File: src/rtl/ccd_cds_sampler_if.sv
// -----------------------------------------------------------------------------
// ccd_cds_sampler_if
// Pixel output stream of the CCD correlated-double-sampling front end.
//   pix_data  : CDS pixel value (reset level minus signal level, floored at 0)
//   pix_valid : pix_data is valid; held until accepted
//   pix_last  : marks the last pixel of a line (qualified by pix_valid)
//   pix_ready : consumer accepts the pixel when high together with pix_valid
// Modports: master = pixel producer (the sampler), slave = pixel consumer.
// -----------------------------------------------------------------------------
interface ccd_cds_sampler_if #(
    parameter int DATA_W = 12
);
    logic [DATA_W-1:0] pix_data;
    logic              pix_valid;
    logic              pix_last;
    logic              pix_ready;

    modport master (
        output pix_data,
        output pix_valid,
        output pix_last,
        input  pix_ready
    );

    modport slave (
        input  pix_data,
        input  pix_valid,
        input  pix_last,
        output pix_ready
    );
endinterface

File: src/rtl/ccd_cds_sampler.sv
// -----------------------------------------------------------------------------
// ccd_cds_sampler
// Correlated double sampler for a CCD readout chain. For every pixel it
// captures the sense-node reset level (SETTLE cycles after phi_r falls) and
// the signal level (SETTLE cycles after phi_l1 rises), and emits
// reset - signal (saturated at 0) on a valid/ready pixel stream.
// Ports:
//   clk, rst_n           : clock, asynchronous active-low reset
//   phi_l1, phi_p, phi_r : CCD clock phases, synchronous to clk
//   adc_data             : ADC sample, valid every cycle
//   pix_if (master)      : pix_data / pix_valid / pix_last / pix_ready
//   frame_start          : one-cycle pulse when a phi_p rise starts a line
//   overrun              : sticky flag, set when a finished pixel is dropped
// -----------------------------------------------------------------------------
module ccd_cds_sampler #(
    parameter int DATA_W          = 12,
    parameter int SETTLE          = 2,
    parameter int PIXELS_PER_LINE = 64
) (
    input  logic              clk,
    input  logic              rst_n,
    input  logic              phi_l1,
    input  logic              phi_p,
    input  logic              phi_r,
    input  logic [DATA_W-1:0] adc_data,
    ccd_cds_sampler_if.master pix_if,
    output logic              frame_start,
    output logic              overrun
);

    localparam int IDX_W = (PIXELS_PER_LINE > 1) ? $clog2(PIXELS_PER_LINE) : 1;
    localparam logic [3:0]       CNT_LAST = 4'(SETTLE - 1);
    localparam logic [3:0]       CNT_ONE  = 4'd1;
    localparam logic [IDX_W-1:0] IDX_LAST = IDX_W'(PIXELS_PER_LINE - 1);
    localparam logic [IDX_W-1:0] IDX_ONE  = IDX_W'(1);

    typedef enum logic [2:0] {
        ST_IDLE     = 3'd0,
        ST_WAIT_RST = 3'd1,
        ST_SETTLE_R = 3'd2,
        ST_WAIT_SIG = 3'd3,
        ST_SETTLE_S = 3'd4
    } state_t;

    state_t            state_q, state_d;
    logic              phi_l1_q, phi_p_q, phi_r_q;
    logic [3:0]        cnt_q, cnt_d;
    logic [IDX_W-1:0]  idx_q, idx_d;
    logic [DATA_W-1:0] rst_lvl_q, rst_lvl_d;
    logic [DATA_W-1:0] sig_q, sig_d;
    // pend_q: both levels captured, result is formed and presented next cycle
    logic              pend_q, pend_d;
    logic              pend_last_q, pend_last_d;
    logic [DATA_W-1:0] pix_data_q, pix_data_d;
    logic              pix_valid_q, pix_valid_d;
    logic              pix_last_q, pix_last_d;
    logic              frame_start_q, frame_start_d;
    logic              overrun_q, overrun_d;

    logic              l1_rise_s, p_rise_s, r_fall_s, cnt_last_s;
    logic [DATA_W-1:0] result_s;

    assign l1_rise_s  = phi_l1 & ~phi_l1_q;
    assign p_rise_s   = phi_p & ~phi_p_q;
    assign r_fall_s   = ~phi_r & phi_r_q;
    assign cnt_last_s = (cnt_q == CNT_LAST);

    // Signal above reset level means no charge (or noise): floor at zero.
    assign result_s = (sig_q > rst_lvl_q) ? {DATA_W{1'b0}} : (rst_lvl_q - sig_q);

    // Sequencer next-state: phi_p rise restarts the line from any state.
    always_comb begin
        state_d       = state_q;
        cnt_d         = cnt_q;
        idx_d         = idx_q;
        rst_lvl_d     = rst_lvl_q;
        sig_d         = sig_q;
        pend_d        = 1'b0;
        pend_last_d   = pend_last_q;
        frame_start_d = 1'b0;
        if (p_rise_s) begin
            state_d       = ST_WAIT_RST;
            cnt_d         = 4'd0;
            idx_d         = {IDX_W{1'b0}};
            frame_start_d = 1'b1;
        end else begin
            case (state_q)
                ST_IDLE: begin
                    state_d = ST_IDLE;
                end
                ST_WAIT_RST: begin
                    if (r_fall_s) begin
                        state_d = ST_SETTLE_R;
                        cnt_d   = 4'd0;
                    end else begin
                        state_d = ST_WAIT_RST;
                    end
                end
                ST_SETTLE_R: begin
                    if (cnt_last_s) begin
                        rst_lvl_d = adc_data;
                        state_d   = ST_WAIT_SIG;
                        cnt_d     = 4'd0;
                    end else begin
                        cnt_d = cnt_q + CNT_ONE;
                    end
                end
                ST_WAIT_SIG: begin
                    if (l1_rise_s) begin
                        state_d = ST_SETTLE_S;
                        cnt_d   = 4'd0;
                    end else begin
                        state_d = ST_WAIT_SIG;
                    end
                end
                ST_SETTLE_S: begin
                    if (cnt_last_s) begin
                        sig_d       = adc_data;
                        pend_d      = 1'b1;
                        pend_last_d = (idx_q == IDX_LAST);
                        cnt_d       = 4'd0;
                        if (idx_q == IDX_LAST) begin
                            state_d = ST_IDLE;
                            idx_d   = {IDX_W{1'b0}};
                        end else begin
                            state_d = ST_WAIT_RST;
                            idx_d   = idx_q + IDX_ONE;
                        end
                    end else begin
                        cnt_d = cnt_q + CNT_ONE;
                    end
                end
                default: begin
                    state_d = ST_IDLE;
                    cnt_d   = 4'd0;
                    idx_d   = {IDX_W{1'b0}};
                end
            endcase
        end
    end

    // Output holding register: load new result, drop it on overrun, clear on accept.
    always_comb begin
        pix_data_d  = pix_data_q;
        pix_valid_d = pix_valid_q;
        pix_last_d  = pix_last_q;
        overrun_d   = overrun_q;
        if (pend_q) begin
            if (pix_valid_q && !pix_if.pix_ready) begin
                overrun_d = 1'b1;
            end else begin
                pix_data_d  = result_s;
                pix_valid_d = 1'b1;
                pix_last_d  = pend_last_q;
            end
        end else if (pix_valid_q && pix_if.pix_ready) begin
            pix_valid_d = 1'b0;
        end else begin
            pix_valid_d = pix_valid_q;
        end
    end

    // State, edge-detect and output registers.
    always_ff @(posedge clk or negedge rst_n) begin
        if (!rst_n) begin
            state_q       <= ST_IDLE;
            phi_l1_q      <= 1'b0;
            phi_p_q       <= 1'b0;
            phi_r_q       <= 1'b0;
            cnt_q         <= 4'd0;
            idx_q         <= {IDX_W{1'b0}};
            rst_lvl_q     <= {DATA_W{1'b0}};
            sig_q         <= {DATA_W{1'b0}};
            pend_q        <= 1'b0;
            pend_last_q   <= 1'b0;
            pix_data_q    <= {DATA_W{1'b0}};
            pix_valid_q   <= 1'b0;
            pix_last_q    <= 1'b0;
            frame_start_q <= 1'b0;
            overrun_q     <= 1'b0;
        end else begin
            state_q       <= state_d;
            phi_l1_q      <= phi_l1;
            phi_p_q       <= phi_p;
            phi_r_q       <= phi_r;
            cnt_q         <= cnt_d;
            idx_q         <= idx_d;
            rst_lvl_q     <= rst_lvl_d;
            sig_q         <= sig_d;
            pend_q        <= pend_d;
            pend_last_q   <= pend_last_d;
            pix_data_q    <= pix_data_d;
            pix_valid_q   <= pix_valid_d;
            pix_last_q    <= pix_last_d;
            frame_start_q <= frame_start_d;
            overrun_q     <= overrun_d;
        end
    end

    assign pix_if.pix_data  = pix_data_q;
    assign pix_if.pix_valid = pix_valid_q;
    assign pix_if.pix_last  = pix_last_q;
    assign frame_start      = frame_start_q;
    assign overrun          = overrun_q;

endmodule

File: src/flat_wrapper.sv
// flat-port wrapper written by rule: the top's interface ports become plain ports
module ccd_cds_sampler_flat 
#(
    parameter int DATA_W          = 12,
    parameter int SETTLE          = 2,
    parameter int PIXELS_PER_LINE = 64
)
  (clk, rst_n, phi_l1, phi_p, phi_r, adc_data, frame_start, overrun, pix_if_pix_data, pix_if_pix_valid, pix_if_pix_last, pix_if_pix_ready);
  ccd_cds_sampler_if #(.DATA_W(DATA_W)) pix_if_i ();
  input  logic clk;
  input  logic rst_n;
  input  logic phi_l1;
  input  logic phi_p;
  input  logic phi_r;
  input  logic [DATA_W-1:0] adc_data;
  output logic frame_start;
  output logic overrun;
  output wire logic [$bits(pix_if_i.pix_data)-1:0] pix_if_pix_data;
  output wire logic [$bits(pix_if_i.pix_valid)-1:0] pix_if_pix_valid;
  output wire logic [$bits(pix_if_i.pix_last)-1:0] pix_if_pix_last;
  input wire logic [$bits(pix_if_i.pix_ready)-1:0] pix_if_pix_ready;
  assign pix_if_pix_data = pix_if_i.pix_data;
  assign pix_if_pix_valid = pix_if_i.pix_valid;
  assign pix_if_pix_last = pix_if_i.pix_last;
  assign pix_if_i.pix_ready = pix_if_pix_ready;
  ccd_cds_sampler #(.DATA_W(DATA_W), .SETTLE(SETTLE), .PIXELS_PER_LINE(PIXELS_PER_LINE)) u_core (.clk(clk), .rst_n(rst_n), .phi_l1(phi_l1), .phi_p(phi_p), .phi_r(phi_r), .adc_data(adc_data), .pix_if(pix_if_i), .frame_start(frame_start), .overrun(overrun));
endmodule
File: config.mk
export PLATFORM = sky130hd
export DESIGN_NAME = ccd_cds_sampler_flat
export DESIGN_NICKNAME = d
export VERILOG_FILES = /design/src/rtl/ccd_cds_sampler_if.sv /design/src/rtl/ccd_cds_sampler.sv /design/src/flat_wrapper.sv
export SDC_FILE = /design/constraint.sdc
export NUM_CORES = 1
export LEC_CHECK = 0
export CAP_MARGIN = 20
export CORE_ASPECT_RATIO = 1.2
export CORE_MARGIN = 2
export CORE_UTILIZATION = 41
export DETAILED_ROUTE_END_ITERATION = 7
export SYNTH_ARGS = -nofsm -noshare
export SYNTH_HDL_FRONTEND = slang
export SYNTH_SLANG_ARGS = --single-unit
export TNS_END_PERCENT = 30
File: constraint.sdc
create_clock -name clk -period 2.2 [get_ports clk]
set_input_delay 0.22 -clock clk [delete_from_list [all_inputs] [get_ports clk]]
set_output_delay 0.22 -clock clk [all_outputs]
set_load 0.05 [all_outputs]
==> results of run 1 <==
what timing repair did:
| action | CTS | global route |
|---|---|---|
| pin swaps | 3 | 4 |
| endpoints found under the setup margin | 11 | 12 |
| buffers inserted | 2 | 3 |
| resized for setup | 9 | 3 |
| gates cloned | 1 | 0 |
stage by stage:
stage	area (µm²)	power [mW]	hold slack (ns)	setup slack [ns]	setup TNS [ns]
floorplan	3040	2.671	-0.07559	-0.01354	-0.01354
global placement	3520	3.109	0.4174	-0.06897	-0.07944
detailed placement	3520	3.121	0.4091	-0.1004	-0.3980
CTS	3746	4.127	0.02784	-0.1141	-0.2489
global route	3775	4.500	0.06566	-0.2656	-2.568
finish	3775	4.191	-0.01182	-0.1179	-1.009
sequential cells by signal, indices dropped and copies added, names as in the netlist:
signal / cells
u_core.pix_if.pix_data: 12
u_core.rst_lvl_q: 12
u_core.sig_q: 12
u_core.idx_q: 6
u_core.cnt_q: 4
u_core.state_q: 3
u_core.frame_start: 1
u_core.overrun: 1
u_core.pend_last_q: 1
u_core.pend_q: 1
u_core.phi_l1_q: 1
u_core.phi_p_q: 1
u_core.phi_r_q: 1
u_core.pix_if.pix_last: 1
u_core.pix_if.pix_valid: 1
worst max-delay path, stage by stage, from the launching register on:
cell and delay [ns]:
dfrtp_1 0.37, inv_2 0.08, ha_4 0.13, inv_2 0.03, fa_2 0.34, a211oi_2 0.22
o21bai_2 0.13, buf_4 0.15, o41ai_4 0.25, o21ai_2 0.14, buf_6 0.15, a32o_1 0.21
area by class of cell:
class / count / share of cell area (%)
Clock buffer: 11 / 3.745
Clock inverter: 5 / 0.7955
Inverter: 24 / 2.386
Multi-Input combinational cell: 189 / 39.11
Sequential cell: 58 / 38.45
Tap cell: 90 / 2.983
Timing Repair Buffer: 50 / 12.53
worst max path at each step:
| stage | startpoint | to | slack [ns] | cells after the start |
|---|---|---|---|---|
| 6_report | u_core.rst_lvl_q[0] | u_core.pix_if.pix_data[11] | -0.12 | 11 |
| 5_1_grt | u_core.rst_lvl_q[0] | u_core.pix_if.pix_data[10] | -0.27 | 9 |
| 4_1_cts | u_core.rst_lvl_q[0] | u_core.pix_if.pix_data[10] | -0.11 | 9 |
| 3_5_place_dp | u_core.rst_lvl_q[0] | u_core.pix_if.pix_data[10] | -0.10 | 9 |
| 3_3_place_gp | u_core.rst_lvl_q[0] | u_core.pix_if.pix_data[10] | -0.07 | 9 |
| 2_1_floorplan | u_core.rst_lvl_q[0] | u_core.pix_if.pix_data[10] | -0.01 | 9 |
per-layer routing:
layer | wire, µm | share of wire, % | vias up | global-route usage, %
li1 | - | - | 1101 | -
met1 | 2686 | 44 | 1056 | 19.93
met2 | 2950 | 48 | 54 | 25.56
met3 | 331 | 5.4 | 13 | 5.823
met4 | 121 | 2.0 | 0 | 7.314
met5 | 0 | 0 | - | 0
power groups by stage:
stage          Combinational (mW)  Sequential (mW)  Clock, mW
2_1_floorplan                1.25             1.42          0
3_3_place_gp                 1.75             1.36          0
3_5_place_dp                 1.75             1.37          0
4_1_cts                      1.89             1.35      0.889
5_1_grt                      2.17             1.37      0.960
6_report                     1.97             1.35      0.868
cells in the final DEF, fill, tap and decap left out, types with 3 or more instances in the layout:
cell type        instances
nor2b_1                  3
xnor2_1                  4
clkinv_2                 3
a22o_1                   7
o21ai_0                 16
xor2_1                   3
ha_1                    14
o211ai_1                 3
nor2_1                   8
a21o_1                   3
buf_4                   14
clkbuf_8                10
inv_1                   22
o31ai_1                  3
o21a_1                   3
nand2_1                 23
and3_1                   3
clkdlybuf4s50_1         32
a21oi_1                 13
and2_1                   3
a32o_1                   4
mux2_2                  25
nand3_1                  9
dfrtp_1                 58
nand2b_1                 5
logic make-up (layout without fill, tap and decap cells):
group / Yosys count / count (layout)
flip-flops: 58 / 58
XOR/XNOR: 7 / 7
buffers and inverters: 33 / 90
multiplexers: 25 / 25
adder cells (fa/ha/maj): 16 / 16
AND/OR/NAND/NOR: 73 / 73
AO/OA/AOI/OAI: 68 / 68
==> run_results.csv, run 1 <==
group,metric,value,unit
drt,num_vias,2224,
global_route,grt_pass1_wl,10.07,mm
drt,vias_per_cell,5.208,
synth,syn_nets,314,
cts,cts_made_buffers,9,
synth,synth-main-ff-cell,"dfrtp_1",
placed_design,dp.cells,405,
drt,drtAntennaViolNets,0,
cts,cts_max_level,3,
die,ios,34,
power_and_ir_drop,power.switching,1.582,mW
synth,ys_top_cells_by_count,"dfrtp_1 (58), mux2_2 (25), inv_1 (24), nand2_1 (23), o21ai_0 (17)",
global_route,grtUsageTotal,16.33,%
finish,regArea,1451,µm²
critical_path,reg2reg_from,"u_core.rst_lvl_q[0]",
die,start_util,42.01,%
critical_path,reg2regPathDepth,11,
finish,multi_input_area,1476,µm²
sta,max-slew-margin-rel,51.95,%
sta,rsz0062_at_grt,"true",
synth,synth_edf_count,0,
die,row_count,34,
synth,yosys.area_share.simple,13.55,%
synth,synth_top_family_by_area,"compound AO/OA/AOI/OAI gates",
sta,fin_hold_ws,-0.01182,ns
critical_path,required,2.43,ns
finish,area_delta_synth_final,24.26,%
die,die_w,82.58,µm
synth,synth_top_cell_by_area,"dfrtp_1",
sta,fmax,431.4,MHz
finish,fill_cells,694,
cts,clkLatencyLatePin,0.35,ns
sta,finalCritPeriodShare,105.4,%
cts,cts_buffer_depth,2,
drt,dr.pass1.iters,4,
synth,synth_area,3038,µm²
finish,postLayoutCoreUtil,52.20,%
critical_path,crit_fanout,6,
flow_run,max_cap_viol_count,0,
synth,yosysSeqAreaShare,47.78,%
synth,synth_mux_area_share,9.267,%
synth,yosysMostFrequentCell,"dfrtp_1",
global_route,gr-total-overflow,0,
sta,finalHoldViolCount,9,
cts,cts_tree,"built",
synth,yosys_warnings,0,
cts,cts-root-buf,"clkbuf_8",
power_and_ir_drop,pwr-share-comb,47.1,%
synth,syn_inst,280,
critical_path,critPathCaptureType,"flip-flop",
synth,synthTopCellsByArea,"dfrtp_1 (48%), mux2_2 (9.3%), ha_1 (6.2%)",
power_and_ir_drop,p_leak,1.722,nW
finish,layoutNonFillerInstCount,427,
cts,cts_sinks,58,
sta,period_needed,2.318,ns
critical_path,worstReg2RegEnd,"u_core.pix_if.pix_data[11]",
finish,diodes,0,
power_and_ir_drop,seqPwrFrac,32.2,%
drt,drt_iter0_drc,100,
min_path,hold_path.class,"in -> async",
synth,ys_ff_latch,58,
synth,yosysUniqueCellTypes,53,
global_route,antenna_found_initial,0,
outcome,violations,"negative hold slack, negative setup slack",
cts,postCtsHoldBufs,0,
critical_path,arrival,2.55,ns
placed_design,gp_congestion,0.8434,
finish,layout-drive-gt1-share,21.96,%
synth,synth_xor_area_share,2.018,%
die,die_h,98.30,µm
synth,synth-compound-area-share,15.82,%
sta,setup_ws,-0.1179,ns
placed_design,dp.final_hpwl,4.277,mm
drt,detail_route.wl_per_cell,14.26,µm
synth,synth_top_area_share,47.78,%
critical_path,start_kind,"flip-flop",
die,core_area,7232,µm²
outcome,run_status,"complete, but fails checks",
power_and_ir_drop,p_sw_share,37.75,%
drt,drt-total-wl,6.090,mm
die,design.die.area,8117,µm²
cts,clk_pin_slew,0.08,ns
synth,avgSynthCellArea,10.85,µm²
global_route,grt_max_degree,59,
power_and_ir_drop,irDropWorstVdd,497.2,µV
power_and_ir_drop,p_clk_share,20.7,%
critical_path,crit_type,"reg -> reg",
sta,slew_violations,0,
synth,async_flop_share,100.0,%
sta,worst_pin_slew,0.7207,ns
global_route,grt_pass1_vias,2170,
sta,fin_skew,0.01716,ns
critical_path,rrSetupSlack,-0.12,ns
finish,nets,366,
placed_design,portBuffers,33,
synth,synthAdderAreaFrac,6.837,%
power_and_ir_drop,internal_power,2.609,mW
sta,finalSetupViolCount,12,
power_and_ir_drop,power_density,1110,nW/µm²
drt,drc,0,
(Power assumes the default switching activity.)
==> run 2, diff against run 1 <==
==> constraint.sdc (replaced) <==
create_clock -name clk -period 2.2 [get_ports clk]
set_input_delay 0.22 -clock clk [delete_from_list [all_inputs] [get_ports clk]]
set_output_delay 0.22 -clock clk [all_outputs]
set_load 0.1 [all_outputs]
==> run_results.csv, run 2 (synthesis gave the netlist of run 1 again) <==
group,metric,value,unit
drt,drtAntennaViolNets,0,
finish,layout-drive-gt1-share,26.33,%
finish,final_cell_mix,"dfrtp_1 (58), buf_4 (32), mux2_2 (25), nand2_1 (23), inv_1 (22)",
power_and_ir_drop,power_density,1174,nW/µm²
outcome,violations,"negative setup slack",
cts,cts_max_level,3,
cts,cts_buffer_depth,2,
drt,detail_route.wl_per_cell,14.11,µm
placed_design,dp.final_hpwl,4.364,mm
outcome,run_status,"complete, but fails checks",
cts,cts_tree,"built",
die,core_area,7232,µm²
sta,fmax,443.0,MHz
power_and_ir_drop,p_leak,1.779,nW
sta,max-slew-margin-rel,51.74,%
critical_path,crit_type,"reg -> reg",
die,ios,34,
global_route,grt_pass1_wl,10.32,mm
finish,diodes,0,
finish,final_common_cell,"dfrtp_1",
power_and_ir_drop,irDropWorstVdd,680.9,µV
global_route,grtUsageTotal,16.50,%
power_and_ir_drop,power.switching,1.619,mW
drt,dr.pass1.iters,4,
sta,slew_violations,0,
die,die_h,98.30,µm
cts,cts_made_buffers,9,
global_route,gr-total-overflow,0,
cts,postCtsHoldBufs,0,
sta,rsz0062_at_grt,"true",
global_route,grt_max_degree,59,
power_and_ir_drop,power.total,4.416,mW
placed_design,dp.cells,406,
die,design.die.area,8117,µm²
finish,fill_cells,668,
finish,area_delta_synth_final,23.85,%
finish,nets,367,
global_route,grt_pass1_vias,2247,
global_route,antenna_found_initial,0,
cts,clk_pin_slew,0.06,ns
sta,fin_skew,0.009225,ns
power_and_ir_drop,seqPwrFrac,30.5,%
critical_path,cp_top_family,"compound AO/OA/AOI/OAI gates",
critical_path,critPathCaptureType,"flip-flop",
critical_path,required,2.44,ns
drt,drt-total-wl,6.040,mm
sta,finalSetupViolCount,1,
sta,worst_pin_slew,0.7239,ns
drt,vias_per_cell,5.290,
power_and_ir_drop,p_sw_share,36.66,%
drt,drt_iter0_drc,70,
sta,period_needed,2.258,ns
die,row_count,34,
die,die_w,82.58,µm
power_and_ir_drop,internal_power,2.797,mW
critical_path,start_kind,"flip-flop",
cts,cts-root-buf,"clkbuf_8",
drt,drc,0,
min_path,hold_path.class,"in -> async",
sta,setup_ws,-0.05759,ns
critical_path,path_buf_inv,2,
sta,tns,-0.05759,ns
finish,layoutNonFillerInstCount,428,
critical_path,arrival,2.49,ns
power_and_ir_drop,p_clk_share,23.9,%
placed_design,gp_congestion,0.8391,
cts,clkLatencyLatePin,0.34,ns
critical_path,path_cells,"inv_2 > ha_4 > inv_2 > fa_2 > a211oi_2 > o21bai_2 > o41a_1 > or3_1 > a32o_1",
placed_design,dpl_cell_area,3487,µm²
power_and_ir_drop,pwr-share-comb,45.6,%
flow_run,max_cap_viol_count,0,
drt,num_vias,2264,
cts,cts_sinks,58,
critical_path,worst_path_max_delay_cell,"dfrtp_1",
critical_path,cpPeakStageDelay,0.37,ns
sta,finalCritPeriodShare,102.6,%
finish,final_area,3762,µm²
placed_design,portBuffers,33,
critical_path,crit_top_cell,"inv_2",
finish,postLayoutCoreUtil,52.02,%
critical_path,crit_fanout,3,
die,start_util,42.01,%
sta,finalHoldViolCount,0,
run 2: cell count changes in the layout (fill, tap and decap cells not counted):
| cell | before | now |
|---|---|---|
| buf_2 | 1 | 2 |
| clkbuf_8 | 10 | 13 |
| o41ai_2 | 0 | 1 |
| o21ai_1 | 1 | 2 |
| bufinv_16 | 0 | 1 |
| clkinvlp_4 | 2 | 0 |
| o41ai_4 | 1 | 0 |
| buf_6 | 2 | 0 |
| o21ai_2 | 1 | 0 |
| clkbuf_1 | 1 | 2 |
| buf_4 | 14 | 32 |
| clkinv_2 | 3 | 0 |
| clkdlybuf4s50_1 | 32 | 16 |
run 2: cell type report:
type,count,area (µm²),area share [%]
multi-input combinational,189,1461,38.84
sequential,58,1451,38.58
timing repair buffer,51,430.4,11.44
clock buffer,15,186.4,4.955
tap,90,112.6,2.993
inverter,24,90.09,2.394
clock inverter,1,30.03,0.7981
run 2: routing by layer:
| layer | track usage (%) | vias to the layer above | wire (µm) |
|---|---|---|---|
| met1 | 20.39 | 1090 | 2645 |
| met3 | 4.898 | 17 | 298 |
| li1 | - | 1109 | - |
| met2 | 26.05 | 48 | 2928 |
| met5 | 0 | - | 0 |
| met4 | 7.818 | 0 | 167 |
run 2: final timing paths:
check	start	end	slack, ns	cells after the start
min reg2reg	u_core.overrun	u_core.overrun	0.49	1
max	u_core.rst_lvl_q[0]	u_core.pix_if.pix_data[10]	-0.06	9
min in group clk	phi_p	u_core.phi_p_q	0.35	1
max in group asynchronous	rst_n	u_core.sig_q[5]	1.71	2
min	rst_n	u_core.pix_if.pix_data[8]	0.01	2
max reg2reg	u_core.rst_lvl_q[0]	u_core.pix_if.pix_data[10]	-0.06	9
run 2: worst register-to-register path, cell delays in order (launching register included):
cell      delay [ns]
dfrtp_1         0.37
inv_2           0.07
ha_4            0.13
inv_2           0.03
fa_2            0.34
a211oi_2        0.21
o21bai_2        0.11
o41a_1          0.33
or3_1           0.31
a32o_1          0.26
run 2: power groups by stage:
stage                     clock network [mW]  logic, mW  registers [mW]
final                                   1.05       2.01            1.35
after global routing                    1.13       2.20            1.37
after CTS                               1.08       1.94            1.35
after detailed placement                   0       1.86            1.37
after global placement                     0       1.85            1.36
after floorplan                            0       1.25            1.52
run 2: per-stage QoR:
step,hold slack [ns],setup WS [ns]
floorplan,-0.07559,-0.01495
global placement,0.4139,-0.06892
detailed placement,0.4131,-0.1209
CTS,0.04126,-0.09798
global route,0.1014,-0.1941
finish,0.01282,-0.05759
run 2: repair_timing:
action,CTS,global route
endpoints found under the setup margin,11,12
buffers inserted,3,2
pin swaps,3,2
gates resized for setup,6,1
gates cloned,1,0
hold endpoints to repair,0,0
==> run 3, diff against run 2 <==
GPL_ROUTABILITY_DRIVEN = 0   (was not set)
PLACE_DENSITY = 0.66   (was not set)
clock period = 2.53 ns   (was 2.2 ns; I/O delays follow)
==> run_results.csv, run 3 (synthesis gave the netlist of run 1 again) <==
group,metric,value,unit
outcome,run_status,"complete, no violations",
sta,finalCritPeriodShare,94.85,%
cts,cts_buffer_depth,2,
sta,finalHoldViolCount,0,
critical_path,arrival,2.62,ns
global_route,gr-total-overflow,0,
finish,diodes,0,
die,ios,34,
cts,cts_tree,"built",
sta,tns,0,ns
finish,final_common_cell,"dfrtp_1",
cts,cts-root-buf,"clkbuf_8",
power_and_ir_drop,power_density,1026,nW/µm²
finish,layout-drive-gt1-share,22.84,%
placed_design,portBuffers,33,
sta,setup_ws,0.1304,ns
global_route,grt_pass1_wl,9.804,mm
global_route,grt_max_degree,59,
die,start_util,42.01,%
drt,drc,0,
critical_path,required,2.75,ns
die,die_w,82.58,µm
finish,fill_cells,657,
critical_path,crit_type,"reg -> reg",
cts,cts_made_buffers,9,
sta,finalSetupViolCount,0,
sta,rsz0062_at_grt,"false",
global_route,grtUsageTotal,15.59,%
critical_path,crit_fanout,3,
drt,drt-total-wl,5.767,mm
finish,area_delta_synth_final,20.35,%
finish,final_cell_mix,"dfrtp_1 (58), mux2_2 (25), inv_1 (24), nand2_1 (23), buf_4 (20)",
global_route,antenna_found_initial,0,
sta,period_needed,2.400,ns
placed_design,dpl_cell_area,3412,µm²
power_and_ir_drop,irDropWorstVdd,445.8,µV
sta,slew_violations,0,
sta,worst_pin_slew,0.7139,ns
cts,clkLatencyLatePin,0.34,ns
finish,nets,353,
die,design.die.area,8117,µm²
sta,fin_skew,0.01136,ns
drt,num_vias,2217,
sta,fmax,416.7,MHz
critical_path,start_kind,"flip-flop",
die,row_count,34,
drt,vias_per_cell,5.355,
flow_run,max_cap_viol_count,0,
cts,cts_sinks,58,
critical_path,critPathCaptureType,"flip-flop",
min_path,hold_path.class,"in -> async",
sta,max-slew-margin-rel,52.41,%
drt,drt_iter0_drc,64,
finish,final_area,3656,µm²
placed_design,pre_cts_ws,0.03425,ns
cts,cts_max_level,3,
die,die_h,98.30,µm
global_route,grt_pass1_vias,2222,
cts,clk_pin_slew,0.07,ns
placed_design,dp.final_hpwl,4.182,mm
power_and_ir_drop,p_leak,1.721,nW
drt,detail_route.wl_per_cell,13.93,µm
power_and_ir_drop,power.total,3.752,mW
drt,dr.pass1.iters,4,
drt,drtAntennaViolNets,0,
die,core_area,7232,µm²
-- run 3: worst max-delay path: stages (launching register included) --
cell and delay [ns]:
dfrtp_1 0.37, inv_1 0.06, ha_1 0.16, inv_1 0.06, fa_2 0.38, a211oi_2 0.19, o21bai_1 0.16, o41a_1 0.35
or3_1 0.31, a32o_1 0.26
-- run 3: final timing paths --
path / end / cells past startpoint / startpoint / slack, ns
worst max-delay path: u_core.pix_if.pix_data[10] / 9 / u_core.rst_lvl_q[0] / 0.13
worst min-delay path: u_core.rst_lvl_q[7] / 2 / rst_n / 0.04
worst max register to register: u_core.pix_if.pix_data[10] / 9 / u_core.rst_lvl_q[0] / 0.13
worst min register to register: u_core.overrun / 1 / u_core.overrun / 0.48
max in group asynchronous: u_core.pix_if.pix_data[7] / 2 / rst_n / 2.00
min in group clk: u_core.phi_p_q / 1 / phi_p / 0.38
-- run 3: routing by layer --
layer / track usage, % / vias to the layer above / routed length (µm)
met5: 0 / - / 0
met4: 7.818 / 0 / 105
met3: 4.159 / 12 / 266
met2: 25.62 / 39 / 2825
met1: 18.38 / 1086 / 2569
li1: - / 1080 / -
-- run 3: through the flow --
step | hold WS [ns] | utilization (%) | instances
6_report | 0.03534 | 50.55 | 414
5_1_grt | 0.1105 | 50.55 | 414
4_1_cts | 0.07899 | 50.47 | 414
3_5_place_dp | 0.4494 | 47.18 | 398
3_3_place_gp | 0.4353 | 47.18 | 398
2_1_floorplan | -0.04259 | - | 280
-- run 3: where the power goes --
part           total, mW  switching [mW]  leakage, nW  internal, mW
registers           1.17           0.105        0.787          1.06
logic               1.57           0.906        0.815         0.668
clock network       1.01           0.376        0.119         0.633
total               3.75            1.39         1.72          2.37
-- run 3: what timing repair did --
item	in CTS	in global routing
buffers inserted	0	0
setup endpoints to repair	0	11
resized for setup	0	2
hold buffers	0	0
-- run 3: area by class of cell --
| cell class | instances | area, µm² | area share [%] |
|---|---|---|---|
| inverters | 24 | 90.09 | 2.464 |
| clock buffers | 12 | 165.2 | 4.517 |
| multi-input cells | 189 | 1449 | 39.63 |
| clock inverters | 4 | 72.57 | 1.985 |
| repair buffers | 37 | 315.3 | 8.624 |
| flip-flops and latches | 58 | 1451 | 39.70 |
| well taps | 90 | 112.6 | 3.080 |
